**config.mk**
```make
export PLATFORM = sky130hd
export DESIGN_NAME = seg_scan_drv_flat
export DESIGN_NICKNAME = d
export VERILOG_FILES = /design/src/rtl/seg_scan_if.sv /design/src/rtl/seg_scan_drv.sv /design/src/flat_wrapper.sv
export SDC_FILE = /design/constraint.sdc
export NUM_CORES = 1
export LEC_CHECK = 0
export ABC_AREA = 1
export BUFFER_PORTS_ARGS = -buffer_cell sky130_fd_sc_hd__buf_2
export CAP_MARGIN = 15
export CORE_UTILIZATION = 43
export CTS_BUF_LIST = sky130_fd_sc_hd__clkbuf_8
export CTS_CLUSTER_SIZE = 12
export DETAILED_ROUTE_END_ITERATION = 12
export GPL_TIMING_DRIVEN = 0
export MAX_ROUTING_LAYER = met4
export PLACE_DENSITY = 0.59
export SYNTH_ARGS = -nofsm -noshare
export SYNTH_HDL_FRONTEND = slang
export SYNTH_SLANG_ARGS = --single-unit
```
**constraint.sdc**
```tcl
create_clock -name ssd_clk -period 9.4 [get_ports ssd_clk]
set_input_delay 1.88 -clock ssd_clk [delete_from_list [all_inputs] [get_ports ssd_clk]]
set_output_delay 1.88 -clock ssd_clk [all_outputs]
set_load 0.05 [all_outputs]
```
**src/rtl/seg_scan_if.sv**
```systemverilog
// Bundle of data/control inputs and display pins for the multiplexed
// 7-segment scan driver; the driver sits on the slave modport.
interface seg_scan_if;
    // ssd_ld is a single-cycle strobe with no back-pressure: the word on
    // ssd_data/ssd_dp is taken on every clock where ssd_ld is 1.
    logic [31:0] ssd_data;
    logic [7:0]  ssd_dp;
    logic [7:0]  ssd_blank;
    logic        ssd_ld;
    logic [7:0]  ssd_an;
    logic [6:0]  ssd_seg;
    logic        ssd_dpo;
    logic [2:0]  ssd_idx;
    logic        ssd_frame;
    logic        ssd_state;

    modport master (
        output ssd_data, ssd_dp, ssd_blank, ssd_ld,
        input  ssd_an, ssd_seg, ssd_dpo, ssd_idx, ssd_frame, ssd_state
    );

    modport slave (
        input  ssd_data, ssd_dp, ssd_blank, ssd_ld,
        output ssd_an, ssd_seg, ssd_dpo, ssd_idx, ssd_frame, ssd_state
    );
endinterface

```
**src/rtl/seg_scan_drv.sv**
```systemverilog
// Multiplexed 8-digit 7-segment scan driver with frame-aligned double buffer
// and per-slot dead time. Optional leading-zero blanking: define LZ_BLANK_EN.
module seg_scan_drv #(
    parameter int TICK_DIV = 100000,
    parameter int DEAD_CYC = 16,
    parameter int NDIG     = 8
) (
    input  logic       ssd_clk,
    input  logic       ssd_rst,
    seg_scan_if.slave  bus
);

    localparam int            CW       = $clog2(TICK_DIV);
    localparam logic [CW-1:0] CNT_MAX  = CW'(TICK_DIV - 1);
    localparam logic [CW-1:0] DEAD_END = CW'(DEAD_CYC);
    localparam logic [2:0]    IDX_MAX  = 3'(NDIG - 1);

    typedef enum logic {
        ST_BLANK = 1'b0,
        ST_DRIVE = 1'b1
    } state_e;

    logic [CW-1:0] cnt_q, cnt_d;
    logic [2:0]    idx_q, idx_d;
    state_e        state_q, state_d;
    logic [7:0]    an_q, an_d;
    logic [6:0]    seg_q, seg_d;
    logic          dpo_q, dpo_d;
    logic          frame_q, frame_d;
    logic [31:0]   shadow_data_q, shadow_data_d;
    logic [7:0]    shadow_dp_q, shadow_dp_d;
    logic [31:0]   active_data_q, active_data_d;
    logic [7:0]    active_dp_q, active_dp_d;
    logic          pending_q, pending_d;

    logic [7:0]    lz_mask;
    logic [3:0]    nibble;
    logic          dark;
    logic          slot_end;
    logic          wrap;

    function automatic logic [6:0] hex7(input logic [3:0] v);
        case (v)
            4'h0: hex7 = 7'h40;
            4'h1: hex7 = 7'h79;
            4'h2: hex7 = 7'h24;
            4'h3: hex7 = 7'h30;
            4'h4: hex7 = 7'h19;
            4'h5: hex7 = 7'h12;
            4'h6: hex7 = 7'h02;
            4'h7: hex7 = 7'h78;
            4'h8: hex7 = 7'h00;
            4'h9: hex7 = 7'h10;
            4'hA: hex7 = 7'h08;
            4'hB: hex7 = 7'h03;
            4'hC: hex7 = 7'h46;
            4'hD: hex7 = 7'h21;
            4'hE: hex7 = 7'h06;
            default: hex7 = 7'h0E;
        endcase
    endfunction

`ifdef LZ_BLANK_EN
    // Walk down from the top digit; the first nonzero nibble or lit dp ends
    // suppression for itself and everything below. Digit 0 is never masked.
    always_comb begin
        logic sup;
        sup     = 1'b1;
        lz_mask = '0;
        for (int k = 7; k >= 1; k--) begin
            if (k < NDIG) begin
                if ((active_data_q[4*k +: 4] != 4'h0) || active_dp_q[k]) begin
                    sup = 1'b0;
                end
                lz_mask[k] = sup;
            end
        end
    end
`else
    assign lz_mask = '0;
`endif

    assign nibble   = active_data_q[{idx_q, 2'b00} +: 4];
    assign dark     = bus.ssd_blank[idx_q] | lz_mask[idx_q];
    assign slot_end = (cnt_q == CNT_MAX);
    assign wrap     = slot_end && (idx_q == IDX_MAX);

    always_comb begin
        cnt_d = slot_end ? '0 : cnt_q + 1'b1;

        idx_d = idx_q;
        if (slot_end) begin
            idx_d = (idx_q == IDX_MAX) ? 3'd0 : idx_q + 3'd1;
        end

        // A load on the wrap cycle still hands the old shadow to active
        // and leaves the new word pending for the next frame.
        active_data_d = active_data_q;
        active_dp_d   = active_dp_q;
        pending_d     = pending_q;
        if (wrap) begin
            pending_d = 1'b0;
            if (pending_q) begin
                active_data_d = shadow_data_q;
                active_dp_d   = shadow_dp_q;
            end
        end

        shadow_data_d = shadow_data_q;
        shadow_dp_d   = shadow_dp_q;
        if (bus.ssd_ld) begin
            shadow_data_d = bus.ssd_data;
            shadow_dp_d   = bus.ssd_dp;
            pending_d     = 1'b1;
        end

        state_d = (cnt_q < DEAD_END) ? ST_BLANK : ST_DRIVE;

        an_d  = 8'hFF;
        seg_d = 7'h7F;
        dpo_d = 1'b1;
        if (state_d == ST_DRIVE) begin
            an_d = ~(8'h01 << idx_q);
            if (!dark) begin
                seg_d = hex7(nibble);
                dpo_d = ~active_dp_q[idx_q];
            end
        end

        frame_d = wrap;
    end

    always_ff @(posedge ssd_clk or posedge ssd_rst) begin
        if (ssd_rst) begin
            cnt_q         <= '0;
            idx_q         <= 3'd0;
            state_q       <= ST_BLANK;
            an_q          <= 8'hFF;
            seg_q         <= 7'h7F;
            dpo_q         <= 1'b1;
            frame_q       <= 1'b0;
            shadow_data_q <= '0;
            shadow_dp_q   <= '0;
            active_data_q <= '0;
            active_dp_q   <= '0;
            pending_q     <= 1'b0;
        end else begin
            cnt_q         <= cnt_d;
            idx_q         <= idx_d;
            state_q       <= state_d;
            an_q          <= an_d;
            seg_q         <= seg_d;
            dpo_q         <= dpo_d;
            frame_q       <= frame_d;
            shadow_data_q <= shadow_data_d;
            shadow_dp_q   <= shadow_dp_d;
            active_data_q <= active_data_d;
            active_dp_q   <= active_dp_d;
            pending_q     <= pending_d;
        end
    end

    assign bus.ssd_an    = an_q;
    assign bus.ssd_seg   = seg_q;
    assign bus.ssd_dpo   = dpo_q;
    assign bus.ssd_idx   = idx_q;
    assign bus.ssd_frame = frame_q;
    assign bus.ssd_state = state_q;

endmodule
```
**src/flat_wrapper.sv**
```systemverilog
// flat-port wrapper written by rule: the top's interface ports become plain ports
module seg_scan_drv_flat 
#(
    parameter int TICK_DIV = 100000,
    parameter int DEAD_CYC = 16,
    parameter int NDIG     = 8
)
  (ssd_clk, ssd_rst, bus_ssd_data, bus_ssd_dp, bus_ssd_blank, bus_ssd_ld, bus_ssd_an, bus_ssd_seg, bus_ssd_dpo, bus_ssd_idx, bus_ssd_frame, bus_ssd_state);
  seg_scan_if bus_i ();
  input  logic ssd_clk;
  input  logic ssd_rst;
  input wire logic [$bits(bus_i.ssd_data)-1:0] bus_ssd_data;
  input wire logic [$bits(bus_i.ssd_dp)-1:0] bus_ssd_dp;
  input wire logic [$bits(bus_i.ssd_blank)-1:0] bus_ssd_blank;
  input wire logic [$bits(bus_i.ssd_ld)-1:0] bus_ssd_ld;
  output wire logic [$bits(bus_i.ssd_an)-1:0] bus_ssd_an;
  output wire logic [$bits(bus_i.ssd_seg)-1:0] bus_ssd_seg;
  output wire logic [$bits(bus_i.ssd_dpo)-1:0] bus_ssd_dpo;
  output wire logic [$bits(bus_i.ssd_idx)-1:0] bus_ssd_idx;
  output wire logic [$bits(bus_i.ssd_frame)-1:0] bus_ssd_frame;
  output wire logic [$bits(bus_i.ssd_state)-1:0] bus_ssd_state;
  assign bus_i.ssd_data = bus_ssd_data;
  assign bus_i.ssd_dp = bus_ssd_dp;
  assign bus_i.ssd_blank = bus_ssd_blank;
  assign bus_i.ssd_ld = bus_ssd_ld;
  assign bus_ssd_an = bus_i.ssd_an;
  assign bus_ssd_seg = bus_i.ssd_seg;
  assign bus_ssd_dpo = bus_i.ssd_dpo;
  assign bus_ssd_idx = bus_i.ssd_idx;
  assign bus_ssd_frame = bus_i.ssd_frame;
  assign bus_ssd_state = bus_i.ssd_state;
  seg_scan_drv #(.TICK_DIV(TICK_DIV), .DEAD_CYC(DEAD_CYC), .NDIG(NDIG)) u_core (.ssd_clk(ssd_clk), .ssd_rst(ssd_rst), .bus(bus_i));
endmodule
```
* Word level (Yosys, flattened, before mapping)
Memory sizes are Yosys's and may differ from the RTL's.
Index checks and enable logic that the tools add are counted.
** Storage, ports and cells
- Flip-flop bits (word level) :: 119
- Memory bits (read-only) :: 120
- Input port bits :: 51
- Output and inout port bits :: 21
- Memories kept :: 2
** Cells by class
- Add/sub/neg operators :: 2
- Magnitude comparators :: 2
- Eq/ne operators :: 2
- Shifts and indexed selects :: 2
- Muxes and demuxes :: 15
- Bitwise logic cells :: 3
- Reductions and logical operators :: 3
** Memory list
- (no name shown) :: words 16, width 7, rd ports 1, clocked after Yosys merged registers in 0, write ports 0, line seg_scan_drv.sv:43 : case (v)
- (no name shown) :: words 8, width 1, rd ports 1, clocked after Yosys merged registers in 0, write ports 0, line seg_scan_drv.sv:84 : assign dark = bus.ssd_blank[idx_q] | lz_mask[idx_q];
** Operators by type and width (count)
- indexed part select 32 x 6 -> 4 bit :: 1
- adder 17 x 1 -> 17 bit (second input constant) :: 1
- == test 17 bit (second input constant) :: 1
- < comparator 17 x 5 -> 1 bit (second input constant) :: 1
- 2-to-1 mux 17 bit :: 1
- 2-to-1 mux 7 bit :: 2
- 2-to-1 mux 1 bit :: 8
- 2-to-1 mux 8 bit :: 1
- NOT 8 bit :: 1
- << shifter 1 x 3 -> 8 bit (first input constant) :: 1
- binary-select mux 1 bit (select 3 bit) :: 2
- < comparator 3 x 4 -> 1 bit (second input constant) :: 1
- adder 3 x 1 -> 3 bit (second input constant) :: 1
- == test 3 bit (second input constant) :: 1
- 2-to-1 mux 3 bit :: 1
- AND reduction 2 bit :: 1
- nonzero test 2 bit :: 1
- logical AND 1 bit :: 1
- NOT 1 bit :: 1
- OR 1 bit :: 1

* Logic depth before layout (Yosys ltp)
Gate-level depths: netlist of run 1.
- Depth in word-level cells :: 5
- Mapped depth :: 14

* Worst setup path before layout of run 1
OpenSTA, ideal clock, no wires.
- Path kind :: in2reg
- From :: input bus_ssd_ld
- To :: register u_core.pending_q
- Library setup time :: 142 ps
- Arrival time :: 2470 ps
- Required time :: 9258 ps
- Setup slack :: 6788 ps
- Cell stages on the path :: 4
- Buffers on the path :: 2
- Path through :: clkbuf_1 -> inv_1 -> clkbuf_1 -> o21ai_0
** On the way
- Cells in the longest elaborated chain, start to end :: 1
- Elaborated cells on any way between the ends :: 2
** RTL lines
- from (decl) :: line flat_wrapper.sv:15 : input wire logic [$bits(bus_i.ssd_ld)-1:0] bus_ssd_ld;
- 2-to-1 mux 1 bit / nonzero test 2 bit (equally long branches)
- to (signal assigned) :: line seg_scan_drv.sv:159 : pending_q <= pending_d;
- to (decl) :: line seg_scan_drv.sv:34 : logic pending_q, pending_d;
Several ways; a longest one is shown, not always the timed one.
A chain may end at the register's enable or synchronous reset.

* Final worst setup path of run 1
- From :: register u_core.idx_q[1] (netlist: u_core.bus.ssd_idx[1])
- To :: output bus_ssd_idx[1]
** RTL lines
- from (decl) :: line seg_scan_drv.sv:24 : logic [2:0] idx_q, idx_d;
- from (signal assigned) :: line seg_scan_drv.sv:149 : idx_q <= idx_d;
- to (decl) :: line flat_wrapper.sv:19 : output wire logic [$bits(bus_i.ssd_idx)-1:0] bus_ssd_idx;
No word-level cell between the ends.

==> key figures, run 1 <==
Synth
  – Post-synth EDFFs: 0
  – Top area cells in the synthesized netlist: dfrtp_1 (46%), nand2_1 (22%), dfstp_2 (7.5%), nand3_1 (5.4%), inv_1 (4.0%)
  – Synth area leader: dfrtp_1
  – YS warnings: 0
  – Syn Area/Cell: 7.98 sq um
  – Gate Count Post-Synth: 705
  – Asr flop ratio synth: 100%
  – Cell Area, Synth: 5630 sq um
  – Syn Nets: 769
  – Ys flop type: dfrtp_1
  – Yosys reg bits: 119
  – Synth cell types: 29
  – Post-synth top area share: 45.8%
  – Sequential element share of the synthesized area: 53.3%

STA
  – Final count of pins violating max slew: 0
  – Clock skew: 0.0128 ns
  – Slew headroom: 63.1%
  – Hold slack: 0.472 ns
  – Final Hold Vio Count: 0
  – Minimum clock period: 3.17 ns
  – Unrepaired setup endpoints after global routing: false
  – Max Fclk: 315 MHz
  – Worst slew pin tran: 0.553 ns
  – Final setup viols: 0
  – Setup TNS: 0 ns
  – Final period util: 33.7%

Worst setup path
  – Slowest CP cell: dfrtp_1
  – Reg2Reg Depth: 9
  – Crit path max-delay family: flip-flops
  – Crit end category: output pin
  – Crit path largest cell delay: 0.51 ns
  – Crit path kind: reg2out
  – Critical path, cell by cell: buf_2
  – WP buf/inv: 1
  – Crit path launch type: flop
  – Arrival time at the worst endpoint: 1.29 ns
  – Critical Path RT: 7.52 ns
  – Crit-path max FO: 7
  – Stages on the worst setup path: 1

Routing
  – DRC errors left: 0
  – DR vias/cell: 4.69
  – ANT nets after route: 0
  – Initial drt markers: 301
  – Drt pass-1 iters: 8
  – Routed length per instance: 12.8 microns
  – Final wirelength: 12.5 mm
  – Via count: 4593

Power
  – Overall Power: 1050 uW
  – Leak: 0.00354 uW
  – Pwr Density: 159 nW/um^2
  – Worst vdd ir: 0.0980 mV

Final layout
  – Fin area: 6620 sq um
  – Fin util: 52.2%
  – Most frequent cells in the layout: nand2_1 (336), dfrtp_1 (103), buf_2 (75), inv_1 (65), nand3_1 (61)
  – # diodes: 0
  – Most common cell after layout, fill and taps aside: nand2_1
  – Layout cells sized above 1: 18.3%
  – Synthesis-to-layout area growth: 17.6%
  – Final nets: 859

Place
  – DP Area: 6230 sq um
  – HPWL Detailed: 9.22 mm
  – PortBufs: 70
  – GP Congestion: 0.861

Floorplanning
  – IO Pins: 72
  – Core area: 12700 sq um
  – Die Wd: 116 microns
  – Die ar.: 13600 sq um
  – Chip Height: 116 microns
  – FP Rows: 41
  – Effective utilization at floorplan: 44.4%

Clock tree
  – Clk root buf: clkbuf_8
  – # resized after CTS: 0
  – CTS Sinks: 119
  – Num CTS Buffers: 17
  – CTS max path bufs: 2
  – CTS tree: done
  – Latest clock arrival within the worst-skew pair: 0.45 ns
  – Post-CTS Setup Inserts: 0
  – H-tree Lvls: 4
  – Cts hold-fix bufs: 0
  – Clock-pin slew on the worst setup and hold paths: 0.07 ns

Global route
  – Largest net degree at the start of global routing: 83
  – First-pass GRT wire length: 20.9 mm
  – Tot GR Track Use: 21.2%
  – Grt total ovfl: 0
  – Antenna violations before repair: 0
  – Vias in the first global route: 4322

Hold path
  – Hold path depth: 2
  – Hold Crit Class: reg2reg

Status
  – Status: finished, final reports clean

Job
  – Max cap viols: 0
==> Yosys cell counts (2+ instances only) <==
library cell,n
dfstp_2,16
nand4_1,8
dfrtp_1,103
clkbuf_1,11
nor2_1,30
nor2_2,2
clkinv_1,2
ha_1,13
nor2_4,2
nand2_1,336
o21ai_0,13
xor2_1,6
buf_6,8
nand2_2,7
inv_1,60
nor3_1,4
a21oi_1,2
nand3b_1,2
inv_2,5
o22ai_1,2
nand3_1,61
buf_2,5
==> where the power goes <==
part / switching [uW] / internal, uW
combinational: 32.7 / 17.8
clock: 200 / 262
sequential: 9.99 / 530
total: 243 / 810
==> kinds of logic (layout without fill, tap and decap cells) <==
| group | count (synthesis) | after routing | synth area share, % |
|---|---|---|---|
| AO/OA/AOI/OAI | 18 | 18 | 1.69 |
| AND/OR/NAND/NOR | 457 | 457 | 33.9 |
| flip-flops | 119 | 119 | 53.3 |
| adder cells (fa/ha/maj) | 13 | 13 | 2.89 |
| XOR/XNOR | 6 | 6 | 0.934 |
| buffers and inverters | 92 | 195 | 7.38 |
==> registers in the layout, summed over array words and instances (netlist names) <==
register              cells
u_core.bus.ssd_an         8
u_core.shadow_data_q     32
u_core.cnt_q             17
u_core.bus.ssd_seg        7
u_core.active_dp_q        8
u_core.active_data_q     32
u_core.pending_q          1
u_core.bus.ssd_frame      1
u_core.bus.ssd_idx        3
u_core.bus.ssd_dpo        1
u_core.bus.ssd_state      1
u_core.shadow_dp_q        8
==> per-stage QoR <==
step	setup slack (ns)	std cells
after CTS	6.20	980
after global routing	6.19	980
after floorplan	4.39	705
final	6.23	980
after global placement	3.04	947
after detailed placement	6.44	948
==> layer usage <==
layer / share of wire (%) / vias to the layer above / global-route usage [%]
met5: 0 / - / -
met4: 1.7 / 0 / 8.55
met3: 3.9 / 19 / 5.29
met2: 44 / 93 / 31.5
met1: 50 / 2130 / 27.6
li1: - / 2351 / -
==> worst register-to-register path: stages, from the launching register on <==
cell and delay (ns):
dfrtp_1 0.51, clkbuf_1 0.48, nand3_1 0.15, nand3_1 0.15, nand2_1 0.18, ha_1 0.30
inv_1 0.09, nand3_1 0.10, nand3_1 0.11, nand3_1 0.08
==> path summary, 6_finish.rpt <==
kind,from,to,slack (ns)
max in group asynchronous,ssd_rst,u_core.bus.ssd_seg[4],7.23
min in group asynchronous,ssd_rst,u_core.cnt_q[0],1.43
hold reg to reg,u_core.active_dp_q[2],u_core.active_dp_q[2],0.47
setup / recovery,u_core.bus.ssd_idx[1],bus_ssd_idx[1],6.23
hold / removal,u_core.active_dp_q[2],u_core.active_dp_q[2],0.47
setup reg to reg,u_core.bus.ssd_idx[1],u_core.bus.ssd_seg[0],7.16
==> cell type report <==
type | instances | area, sq um
sequential | 119 | 3000
inverter | 67 | 256
timing repair buffer | 71 | 378
fill | 1272 | 6050
clock buffer | 18 | 248
clock inverter | 14 | 145
multi-input combinational | 494 | 2220
tap | 172 | 215
buffer | 25 | 164
Note: power is estimated with default switching activity, not from simulation.
==> run 2: changes to the inputs <==
--- a/config.mk
+++ b/config.mk
@@ -14,7 +14,7 @@
 export DETAILED_ROUTE_END_ITERATION = 12
 export GPL_TIMING_DRIVEN = 0
 export MAX_ROUTING_LAYER = met4
-export PLACE_DENSITY = 0.59
+export PLACE_DENSITY = 0.62
 export SYNTH_ARGS = -nofsm -noshare
 export SYNTH_HDL_FRONTEND = slang
 export SYNTH_SLANG_ARGS = --single-unit
==> constraint.sdc (replaced) <==
create_clock -name ssd_clk -period 2.85 [get_ports ssd_clk]
set_input_delay 0.57 -clock ssd_clk [delete_from_list [all_inputs] [get_ports ssd_clk]]
set_output_delay 0.57 -clock ssd_clk [all_outputs]
set_load 0.05 [all_outputs]
==> key figures, run 2 (synthesis gave the netlist of run 1 again) <==
Clock tree
  – Clock-pin slew on the worst setup and hold paths: 0.07 ns (about the same)
  – # resized after CTS: 0 (unchanged)
  – CTS tree: done (unchanged)
  – H-tree Lvls: 4 (unchanged)
  – CTS Sinks: 119 (unchanged)
  – Cts hold-fix bufs: 0 (unchanged)
  – Post-CTS Setup Inserts: 0 (unchanged)
  – Latest clock arrival within the worst-skew pair: 0.44 ns (was 0.45 ns)
  – CTS max path bufs: 2 (unchanged)
  – Clk root buf: clkbuf_8 (unchanged)
  – Num CTS Buffers: 17 (unchanged)

Routing
  – Drt pass-1 iters: 4 (was 8)
  – Routed length per instance: 13.1 microns (was 12.8 microns)
  – ANT nets after route: 0 (unchanged)
  – Final wirelength: 12.9 mm (was 12.5 mm)
  – Via count: 4657 (was 4593)
  – Initial drt markers: 191 (was 301)
  – DRC errors left: 0 (unchanged)
  – DR vias/cell: 4.75 (was 4.69)

Global route
  – Antenna violations before repair: 0 (unchanged)
  – Grt total ovfl: 0 (unchanged)
  – Largest net degree at the start of global routing: 36 (was 83)
  – Met2 Track Usage GR: 34.9% (was 31.5%)
  – Busiest grt layer: met2 (unchanged)
  – Met3 Resource Use GR: 4.46% (was 5.29%)
  – GR Util met1: 27.7% (was 27.6%)
  – Vias in the first global route: 4510 (was 4322)
  – Tot GR Track Use: 21.9% (was 21.2%)
  – First-pass GRT wire length: 21.8 mm (was 20.9 mm)

STA
  – Final count of pins violating max slew: 0 (unchanged)
  – Worst slew pin tran: 0.574 ns (was 0.553 ns)
  – Final WS setup: 0.598 ns (was 6.23 ns)
  – Final period util: 79.0%
  – Slew headroom: 61.7% (was 63.1%)
  – Max Fclk: 444 MHz
  – Final setup viols: 0 (unchanged)
  – Final Hold Vio Count: 0 (unchanged)
  – Setup TNS: 0 ns (unchanged)
  – Minimum clock period: 2.25 ns
  – Unrepaired setup endpoints after global routing: false (unchanged)
  – Clock skew: 0.0111 ns (was 0.0128 ns)

Final layout
  – Fin util: 52.2% (about the same)
  – Synthesis-to-layout area growth: 17.4% (was 17.6%)
  – Final non-filler cell total: 981 (was 980)
  – Most common cell after layout, fill and taps aside: nand2_1 (unchanged)
  – Final nets: 861 (was 859)
  – # diodes: 0 (unchanged)
  – Most frequent cells in the layout: nand2_1 (336), dfrtp_1 (103), buf_2 (75), inv_1 (68), nand3_1 (61) (was nand2_1 (336), dfrtp_1 (103), buf_2 (75), inv_1 (65), nand3_1 (61))
  – Largest regs: u_core.active_data_q x32, u_core.shadow_data_q x32, u_core.cnt_q x17 (unchanged)
  – Layout cells sized above 1: 18.0% (was 18.3%)

Place
  – PortBufs: 70 (unchanged)
  – GP Congestion: 0.844 (was 0.861)
  – Worst slack, placed: 0.656 ns (was 6.44 ns)
  – Inst Count DP: 950 (was 948)
  – HPWL Detailed: 9.64 mm (was 9.22 mm)

Worst setup path
  – Crit path kind: reg2reg (was reg2out)
  – Crit path launch type: flop (unchanged)
  – Critical Path RT: 3.20 ns (was 7.52 ns)
  – Crit-path max FO: 11 (was 7)
  – Arrival time at the worst endpoint: 2.60 ns (was 1.29 ns)
  – Crit end category: flop (was output pin)

Power
  – Leak: 0.00355 uW (was 0.00354 uW)
  – Worst vdd ir: 0.335 mV (was 0.0980 mV)
  – Pwr Density: 505 nW/um^2 (was 159 nW/um^2)

Floorplanning
  – Die ar.: 13600 sq um (unchanged)
  – Chip Height: 116 microns (unchanged)
  – IO Pins: 72 (unchanged)
  – Die Wd: 116 microns (unchanged)
  – Core area: 12700 sq um (unchanged)
  – Effective utilization at floorplan: 44.4% (unchanged)
  – FP Rows: 41 (unchanged)

Status
  – Status: finished, final reports clean (unchanged)

Hold path
  – Hold Crit Class: in2async (was reg2reg)

Job
  – Max cap viols: 0 (unchanged)
## run 2: changes by cell type in the layout (fill, tap and decap cells not counted)
cell	before	now
buf_12	0	3
inv_1	65	68
clkinvlp_4	3	1
buf_16	1	0
bufinv_16	3	2
inv_6	1	0
## run 2: cell type report
type / count / area, sq um
Fill cell: 1264 / 6060
Timing Repair Buffer: 73 / 410
Inverter: 67 / 255
Tap cell: 172 / 215
Clock buffer: 18 / 248
Clock inverter: 13 / 104
Sequential cell: 119 / 3000
Buffer: 25 / 164
Multi-Input combinational cell: 494 / 2220
## run 2: stage by stage
step                      area (sq um)  hold slack, ns  total power (uW)
after floorplan                   5630           0.437              1910
after global placement            6200           0.456              1980
after detailed placement          6260           0.460              1990
after CTS                         6610           0.179              3380
after global routing              6610           0.202              3490
final                             6610           0.183              3340
## run 2: critical path, cell delays in order, from the launching register on
cell	delay, ns
dfrtp_1	0.43
buf_2	0.19
inv_2	0.14
buf_2	0.28
nand2_1	0.08
nand3_1	0.13
nand2_1	0.07
nand2_1	0.06
nand2_1	0.12
ha_1	0.26
inv_1	0.09
nand3_1	0.11
o211ai_1	0.20
## run 2: path summary, 6_finish.rpt
kind                                            end                   from  depth (start not counted)  slack (ns)
max                           u_core.bus.ssd_seg[2]  u_core.bus.ssd_idx[0]                         12        0.60
min                        u_core.shadow_data_q[22]                ssd_rst                          2        0.18
max reg2reg                   u_core.bus.ssd_seg[2]  u_core.bus.ssd_idx[0]                         12        0.60
min reg2reg                   u_core.active_dp_q[4]  u_core.active_dp_q[4]                          2        0.47
max in group asynchronous      u_core.bus.ssd_an[2]                ssd_rst                          3        2.03
min in group ssd_clk       u_core.shadow_data_q[31]       bus_ssd_data[31]                          3        0.33
## run 2: layer usage
metal	vias to the layer above	routed length [microns]
met2	113	6030
met5	-	0
li1	2350	-
met4	0	206
met3	20	584
met1	2174	6050
## run 2: power breakdown
| group | internal (uW) | switching, uW | total [uW] |
|---|---|---|---|
| sequential | 1750 | 32.9 | 1780 |
| combinational | 63.1 | 111 | 174 |
| clock | 762 | 624 | 1390 |
| total | 2570 | 768 | 3340 |
